<file path="config.mk">
export PLATFORM = sky130hd
export DESIGN_NAME = file_stream_tx
export DESIGN_NICKNAME = d
export VERILOG_FILES = /design/src/rtl/file_stream_pkg.sv /design/src/rtl/stream_skid_fifo.sv /design/src/rtl/file_stream_tx.sv
export SDC_FILE = /design/constraint.sdc
export NUM_CORES = 1
export LEC_CHECK = 0
export BUFFER_PORTS_ARGS = -buffer_cell sky130_fd_sc_hd__buf_2
export CAP_MARGIN = 30
export CORE_AREA = 2 2 139 141
export DETAILED_ROUTE_END_ITERATION = 12
export DIE_AREA = 0 0 141 143
export MAX_ROUTING_LAYER = met4
export PLACE_DENSITY = 0.82
export SYNTH_ARGS = -nofsm -noshare
export SYNTH_HDL_FRONTEND = slang
export SYNTH_SLANG_ARGS = --single-unit
</file>
<file path="constraint.sdc">
create_clock -name clk -period 7.77 [get_ports clk]
set_input_delay 0.777 -clock clk [delete_from_list [all_inputs] [get_ports clk]]
set_output_delay 0.777 -clock clk [all_outputs]
set_load 0.01 [all_outputs]
</file>
<file path="src/rtl/file_stream_pkg.sv">
// Shared types for the file transmit path: FSM encoding, width defaults and
// the output buffer entry that carries a word together with its last flag.
package file_stream_pkg;

    localparam int DATA_W_DEF     = 32;
    localparam int ADDR_W_DEF     = 32;
    localparam int FIFO_DEPTH_DEF = 2;

    typedef enum logic [1:0] {
        ST_IDLE  = 2'd0,
        ST_RUN   = 2'd1,
        ST_DRAIN = 2'd2
    } state_e;

    typedef struct packed {
        logic                  last;
        logic [DATA_W_DEF-1:0] data;
    } fifo_entry_t;

endpackage

</file>
<file path="src/rtl/stream_skid_fifo.sv">
// Two-entry output buffer; push and pop may coincide at any occupancy, and
// storage is cleared on reset so the head reads as zero afterwards.
module stream_skid_fifo
    import file_stream_pkg::*;
(
    input  logic        clk,
    input  logic        rst,
    input  logic        push,
    input  fifo_entry_t push_entry,
    input  logic        pop,
    output fifo_entry_t head,
    output logic [1:0]  count
);

    fifo_entry_t mem_q [2];
    logic        wr_ptr_q;
    logic        rd_ptr_q;
    logic [1:0]  count_q;
    logic        do_pop;
    logic        do_push;

    assign do_pop  = pop && (count_q != 2'd0);
    // When full, a push is only legal if the head leaves in the same cycle.
    assign do_push = push && ((count_q != 2'd2) || do_pop);

    always_ff @(posedge clk or posedge rst) begin
        if (rst) begin
            for (int i = 0; i < 2; i++) begin
                mem_q[i] <= '0;
            end
            wr_ptr_q <= 1'b0;
            rd_ptr_q <= 1'b0;
            count_q  <= 2'd0;
        end else begin
            if (do_push) begin
                mem_q[wr_ptr_q] <= push_entry;
                wr_ptr_q        <= ~wr_ptr_q;
            end
            if (do_pop) begin
                rd_ptr_q <= ~rd_ptr_q;
            end
            count_q <= count_q + 2'(do_push) - 2'(do_pop);
        end
    end

    assign head  = mem_q[rd_ptr_q];
    assign count = count_q;

endmodule

</file>
<file path="src/rtl/file_stream_tx.sv">
// Reads filesize words from memory starting at base_addr and streams them
// over valid/ready, tagging the final word and signalling completion on done.
module file_stream_tx
    import file_stream_pkg::*;
#(
    parameter int DATA_W     = DATA_W_DEF,
    parameter int ADDR_W     = ADDR_W_DEF,
    parameter int FIFO_DEPTH = FIFO_DEPTH_DEF
) (
    input  logic              clk,
    input  logic              rst,
    input  logic              start,
    input  logic [ADDR_W-1:0] filesize,
    input  logic [ADDR_W-1:0] base_addr,
    output logic              mem_rd_en,
    output logic [ADDR_W-1:0] mem_addr,
    input  logic [DATA_W-1:0] mem_rd_data,
    output logic              out_valid,
    output logic [DATA_W-1:0] out_data,
    output logic              out_last,
    input  logic              out_ready,
    output logic              busy,
    output logic              done,
    output state_e            dbg_state
);

    // Valid/ready: a word transfers on every rising edge where out_valid and
    // out_ready are both high; while out_valid is high and out_ready low the
    // word and its last flag hold steady, and out_valid never drops unaccepted.

    state_e            state_q;
    logic [ADDR_W-1:0] filesize_q;
    logic [ADDR_W-1:0] base_q;
    logic [ADDR_W-1:0] rd_idx_q;
    logic [ADDR_W-1:0] tx_idx_q;
    logic              inflight_q;
    logic              rd_last_q;
    logic              last_acc_q;
    logic              busy_q;
    logic              done_q;

    fifo_entry_t       push_entry;
    fifo_entry_t       head;
    logic [1:0]        fifo_count;
    logic              pop;
    logic              rd_en;
    logic [2:0]        occupancy;
    logic [2:0]        credit_lim;

    assign pop        = out_valid && out_ready;
    // Count the word already in flight so a returning read always has room.
    assign occupancy  = {1'b0, fifo_count} + {2'b00, inflight_q};
    assign credit_lim = 3'(FIFO_DEPTH) + {2'b00, pop};
    assign rd_en      = (state_q == ST_RUN) && (rd_idx_q != filesize_q) &&
                        (occupancy < credit_lim);

    always_comb begin
        push_entry      = '0;
        push_entry.last = rd_last_q;
        push_entry.data = mem_rd_data;
    end

    stream_skid_fifo u_fifo (
        .clk        (clk),
        .rst        (rst),
        .push       (inflight_q),
        .push_entry (push_entry),
        .pop        (pop),
        .head       (head),
        .count      (fifo_count)
    );

    always_ff @(posedge clk or posedge rst) begin
        if (rst) begin
            state_q    <= ST_IDLE;
            filesize_q <= '0;
            base_q     <= '0;
            rd_idx_q   <= '0;
            tx_idx_q   <= '0;
            inflight_q <= 1'b0;
            rd_last_q  <= 1'b0;
            last_acc_q <= 1'b0;
            busy_q     <= 1'b0;
            done_q     <= 1'b1;
        end else begin
            inflight_q <= rd_en;
            rd_last_q  <= rd_en && (rd_idx_q == filesize_q - 1'b1);
            if (rd_en) begin
                rd_idx_q <= rd_idx_q + 1'b1;
            end
            if (pop) begin
                tx_idx_q <= tx_idx_q + 1'b1;
            end
            if (pop && out_last) begin
                last_acc_q <= 1'b1;
                busy_q     <= 1'b0;
            end
            unique case (state_q)
                ST_IDLE: begin
                    if (start) begin
                        filesize_q <= filesize;
                        base_q     <= base_addr;
                        rd_idx_q   <= '0;
                        tx_idx_q   <= '0;
                        last_acc_q <= 1'b0;
                        if (filesize != '0) begin
                            state_q <= ST_RUN;
                            busy_q  <= 1'b1;
                            done_q  <= 1'b0;
                        end
                    end
                end
                ST_RUN: begin
                    if (rd_idx_q == filesize_q) begin
                        state_q <= ST_DRAIN;
                    end
                end
                ST_DRAIN: begin
                    if (last_acc_q) begin
                        state_q    <= ST_IDLE;
                        last_acc_q <= 1'b0;
                        done_q     <= 1'b1;
                    end
                end
                default: state_q <= ST_IDLE;
            endcase
        end
    end

    always @(posedge clk) begin
        if (!rst && pop) begin
            assert (out_last == (tx_idx_q == filesize_q - 1'b1));
        end
    end

    assign mem_rd_en = rd_en;
    assign mem_addr  = base_q + rd_idx_q;
    assign out_valid = (fifo_count != 2'd0);
    assign out_data  = head.data;
    assign out_last  = out_valid && head.last;
    assign busy      = busy_q;
    assign done      = done_q;
    assign dbg_state = state_q;

endmodule

</file>
==> results_tabular.tex <==
\begin{tabular}{lr}
\hline
Metric & Value \\
\hline
\multicolumn{2}{l}{\textbf{Run status}} \\
\quad Outcome & completed \\
\multicolumn{2}{l}{\textbf{Placement}} \\
\quad Gpl congestion & approximately 0.94 \\
\quad Count of input and output buffers & 170 \\
\quad Estimated wirelength of the detail-placed design & roughly 17 mm \\
\quad Area after DPL & $\sim$0.011 sq mm \\
\multicolumn{2}{l}{\textbf{Timing}} \\
\quad Worst Tran Pin Value & 845 ps \\
\quad Relative slew slack & 0.437 \\
\quad Max Clock Freq & 0.238 GHz \\
\quad Setup\_tns & 0 ps \\
\quad Min Clock Period, post-route & 4200 ps \\
\quad Post-route clock period utilization & 0.541 \\
\quad Final setup vio count & 0 \\
\quad Number of max-slew violations in the final report & 0 \\
\quad Total count of hold-check failures in the final report & 0 \\
\quad RSZ-0062 raised after global routing & false \\
\quad Final clock skew & 7.44 ps \\
\multicolumn{2}{l}{\textbf{Worst hold path}} \\
\quad Worst min-delay path category & flop to flop \\
\multicolumn{2}{l}{\textbf{Drt}} \\
\quad Met1 WL & approximately 10 mm \\
\quad Vias per cell & 5.90 \\
\quad Metal2 WL & 12.2 mm \\
\quad Wirelength per Cell & roughly 18 um \\
\quad Post-Route WL & 24.4 mm \\
\quad Final routed DRC violation total & 0 \\
\quad Vias post-DR & 8,108 \\
\quad First-pass iteration count of the detailed router & 4 \\
\quad Post-DRT Antenna Nets & 0 \\
\quad Violation count after the first detailed-routing iteration & just over 500 \\
\quad Detailed-routed wire length on met3 & roughly 1.2 mm \\
\quad Top sig layer & met4 \\
\multicolumn{2}{l}{\textbf{Clock tree}} \\
\quad Post-cts repair resize count & 0 \\
\quad Maximum root-to-sink buffer count & 2 \\
\quad H-Tree Depth & 4 \\
\quad Post-CTS Setup Repair Bufs & 0 \\
\quad Hold-fix buffer count after cts & 0 \\
\quad Clock latency of the later-clocked register in the worst-skew pair & around 440 ps \\
\quad Clock sinks & 173 \\
\quad Clock transition at the registers of the reported paths & roughly 70 ps \\
\quad TritonCTS clock tree & done \\
\quad Number of buffers created by CTS & 17 \\
\quad Clock root buffer & clkbuf\_16 \\
\multicolumn{2}{l}{\textbf{Global route}} \\
\quad Global route overflow & 0 \\
\quad Number of global-route vias before repair & around 8,000 \\
\quad Number of antenna violations at the first check in global routing & 1 \\
\quad Global-route wire length before repair & 39.5 mm \\
\quad GR Util All Layers & 0.252 \\
\quad Maximum number of pins on one net before global-route repair & 96 \\
\multicolumn{2}{l}{\textbf{Synth}} \\
\quad Synthesized instance count & around 1,000 \\
\quad Unique cell type count in the Yosys netlist & just over 60 \\
\quad Synth Area per Inst & 10.5 sq um \\
\quad Number of nets produced by synthesis & 1,113 \\
\quad Fraction of registers with async set/reset & 1.00 \\
\quad Area of the mapped netlist & $\sim$0.010 sq mm \\
\quad Post-synthesis sequential element count & 173 \\
\quad Number of warnings printed during yosys synthesis & 0 \\
\quad Main flop type after synthesis & dfrtp\_1 \\
\quad Portion of the post-synthesis area used by sequential elements & 0.423 \\
\quad Post-synth EDFFs & 0 \\
\multicolumn{2}{l}{\textbf{Final layout}} \\
\quad Most frequent cells in the layout & dfrtp\_1 (172), buf\_2 (170), mux2\_2 (159), xnor2\_1 (71), nand2\_1 (70) \\
\quad Layout Area Growth over Synthesis & 16.1\% \\
\quad Share of final-layout standard cells stronger than drive strength 1 & 0.336 \\
\quad Most common cell after layout, fill and taps aside & dfrtp\_1 \\
\quad Post-Layout Inst Area & 0.0119 sq mm \\
\quad Final-stage net count & 1,264 \\
\quad Final core utilization & 0.639 \\
\multicolumn{2}{l}{\textbf{Pwr}} \\
\quad Psw & around 1.2 mW \\
\quad Sequential cell fraction of total power & 0.372 \\
\quad Maximum vdd drop & between 200 and 250 uV \\
\quad Leakage & 5.45 nW \\
\quad Clk pwr share & 0.248 \\
\quad Combinational share of power & 0.379 \\
\quad Sw frac & 0.352 \\
\quad Power per cell area & slightly below 300 mW/mm\^{}2 \\
\quad Overall power & 3.46 mW \\
\quad Internal power & 2.24 mW \\
\multicolumn{2}{l}{\textbf{Floorplan}} \\
\quad Die X & 141 um \\
\quad Number of placed I/O pins & 171 \\
\quad Die Area & 0.0202 sq mm \\
\quad Number of core rows & 50 \\
\quad Starting density of the core & 0.551 \\
\quad Floorplan core area & 0.0186 sq mm \\
\quad Die height & between 100 and 150 um \\
\multicolumn{2}{l}{\textbf{Critical path}} \\
\quad Library cell appearing most often on the critical path & o21ai\_0 \\
\quad Largest fanout on the critical path & 7 \\
\quad Arrival time at the worst endpoint & about 3400 ps \\
\quad Cell type group with the largest total delay on the critical path & compound AO/OA/AOI/OAI gates \\
\quad Cell Chain, Critical Path & ha\_1 -> o21ai\_0 -> o211ai\_1 -> and3\_1 -> a41o\_1 -> nand2\_1 -> o21ai\_0 -> a2111oi\_0 -> nor3\_1 -> buf\_2 \\
\quad Critical path start-end classification & flop to output pin \\
\quad Capturing element type of the critical path & output pin \\
\quad Slowest cell on the critical path & o21ai\_0 \\
\quad Bufs and invs on worst path & 1 \\
\quad Required time at the worst-slack endpoint & 6990 ps \\
\quad Max stage delay on crit path & 530 ps \\
\quad Type of origin of the critical path & flop \\
\multicolumn{2}{l}{\textbf{Job}} \\
\quad Max-cap violations & 0 \\
\hline
\end{tabular}
## through the flow
step,std cells,hold slack (ps),setup WS [ps]
after detailed placement,1340,463,4090
after global placement,1340,458,4170
final,1374,473,3570
after global routing,1374,515,3410
after floorplan,975,465,2310
after CTS,1372,480,3600
## tightest hold or removal path, stage by stage, from the launching register on
cell,delay (ps)
dfrtp_1,340
nand2_1,50
nand2_1,50
## final cells by class
cell class                      count  area (sq um)
Antenna cell                        1          2.50
Clock inverter                     15           173
Clock buffer                       17           425
Tap cell                          234           293
Fill cell                        1428          6700
Sequential cell                   173          4330
Multi-Input combinational cell    735          5640
Inverter                           21          83.8
Timing Repair Buffer              178           931
## synthesized netlist by cell type (3+ instances only)
library cell  instances  area share
a211oi_1              4      0.0029
a21o_1               19       0.014
a21oi_1              46       0.023
a311oi_1              3      0.0026
a31oi_1               5      0.0031
and2_1                4      0.0024
and3_1               14      0.0086
and4_1                5      0.0043
buf_1                 6      0.0022
clkbuf_1             37       0.014
dfrtp_1             172        0.42
ha_1                 37       0.045
inv_1                21      0.0077
mux2_2              159        0.18
mux2i_1               9      0.0088
nand2_1              70       0.026
nand2b_1              7      0.0043
nand3_1              25       0.012
nand3b_1              3      0.0022
nand4_1              18       0.011
nor2_1               67       0.025
nor2b_1               3      0.0018
nor3_1               19      0.0093
nor4_1               16      0.0098
nor4b_1               3      0.0026
o211ai_1              7      0.0051
o21a_1                5      0.0037
o21ai_0              34       0.017
o21bai_1              3      0.0022
or3_1                 9      0.0055
or4_1                 3      0.0022
xnor2_1              71       0.061
xor2_1               37       0.032
## final timing paths
kind	cells past startpoint	from	end	slack, ps
min	2	busy	busy	470
max	10	rd_idx_q[2]	mem_addr[31]	3570
min in group asynchronous	2	rst	base_q[25]	520
min reg2reg	2	busy	busy	470
max in group asynchronous	4	rst	done	6040
max reg2reg	8	filesize_q[6]	rd_last_q	4250
## cells by family (layout without fill, tap and decap cells)
kind of cell    after synthesis  count (layout)  synth area share
flops                       173             173             0.423
xor+xnor                    108             108            0.0925
other cells                   0               1                 0
fa+ha+maj                    38              38            0.0472
simple gates                280             280             0.141
buf+inv                      67             231            0.0262
compound gates              141             141            0.0861
mux                         168             168             0.184
## routing by layer
metal	GRT usage	vias up
met1	0.317	3983
met3	0.0406	47
met2	0.414	261
li1	-	3817
met4	0.0905	0
met5	-	-
## power by group through the flow
stage | registers, mW | logic [mW] | clock network (mW)
2_1_floorplan | 1.24 | 0.957 | 0
4_1_cts | 1.29 | 1.32 | 0.874
5_1_grt | 1.32 | 1.43 | 0.905
3_5_place_dp | 1.30 | 1.31 | 0
6_report | 1.29 | 1.31 | 0.860
3_3_place_gp | 1.28 | 1.28 | 0
## flip-flops by register name (all words and copies together), names as in the netlist
signal / count
done: 1
u_fifo.wr_ptr_q: 1
inflight_q: 1
filesize_q: 32
u_fifo.count: 2
busy: 1
last_acc_q: 1
u_fifo.mem_q: 66
u_fifo.rd_ptr_q: 1
base_q: 32
rd_last_q: 1
rd_idx_q: 32
dbg_state: 2
Note: power is estimated with default switching activity, not from simulation.
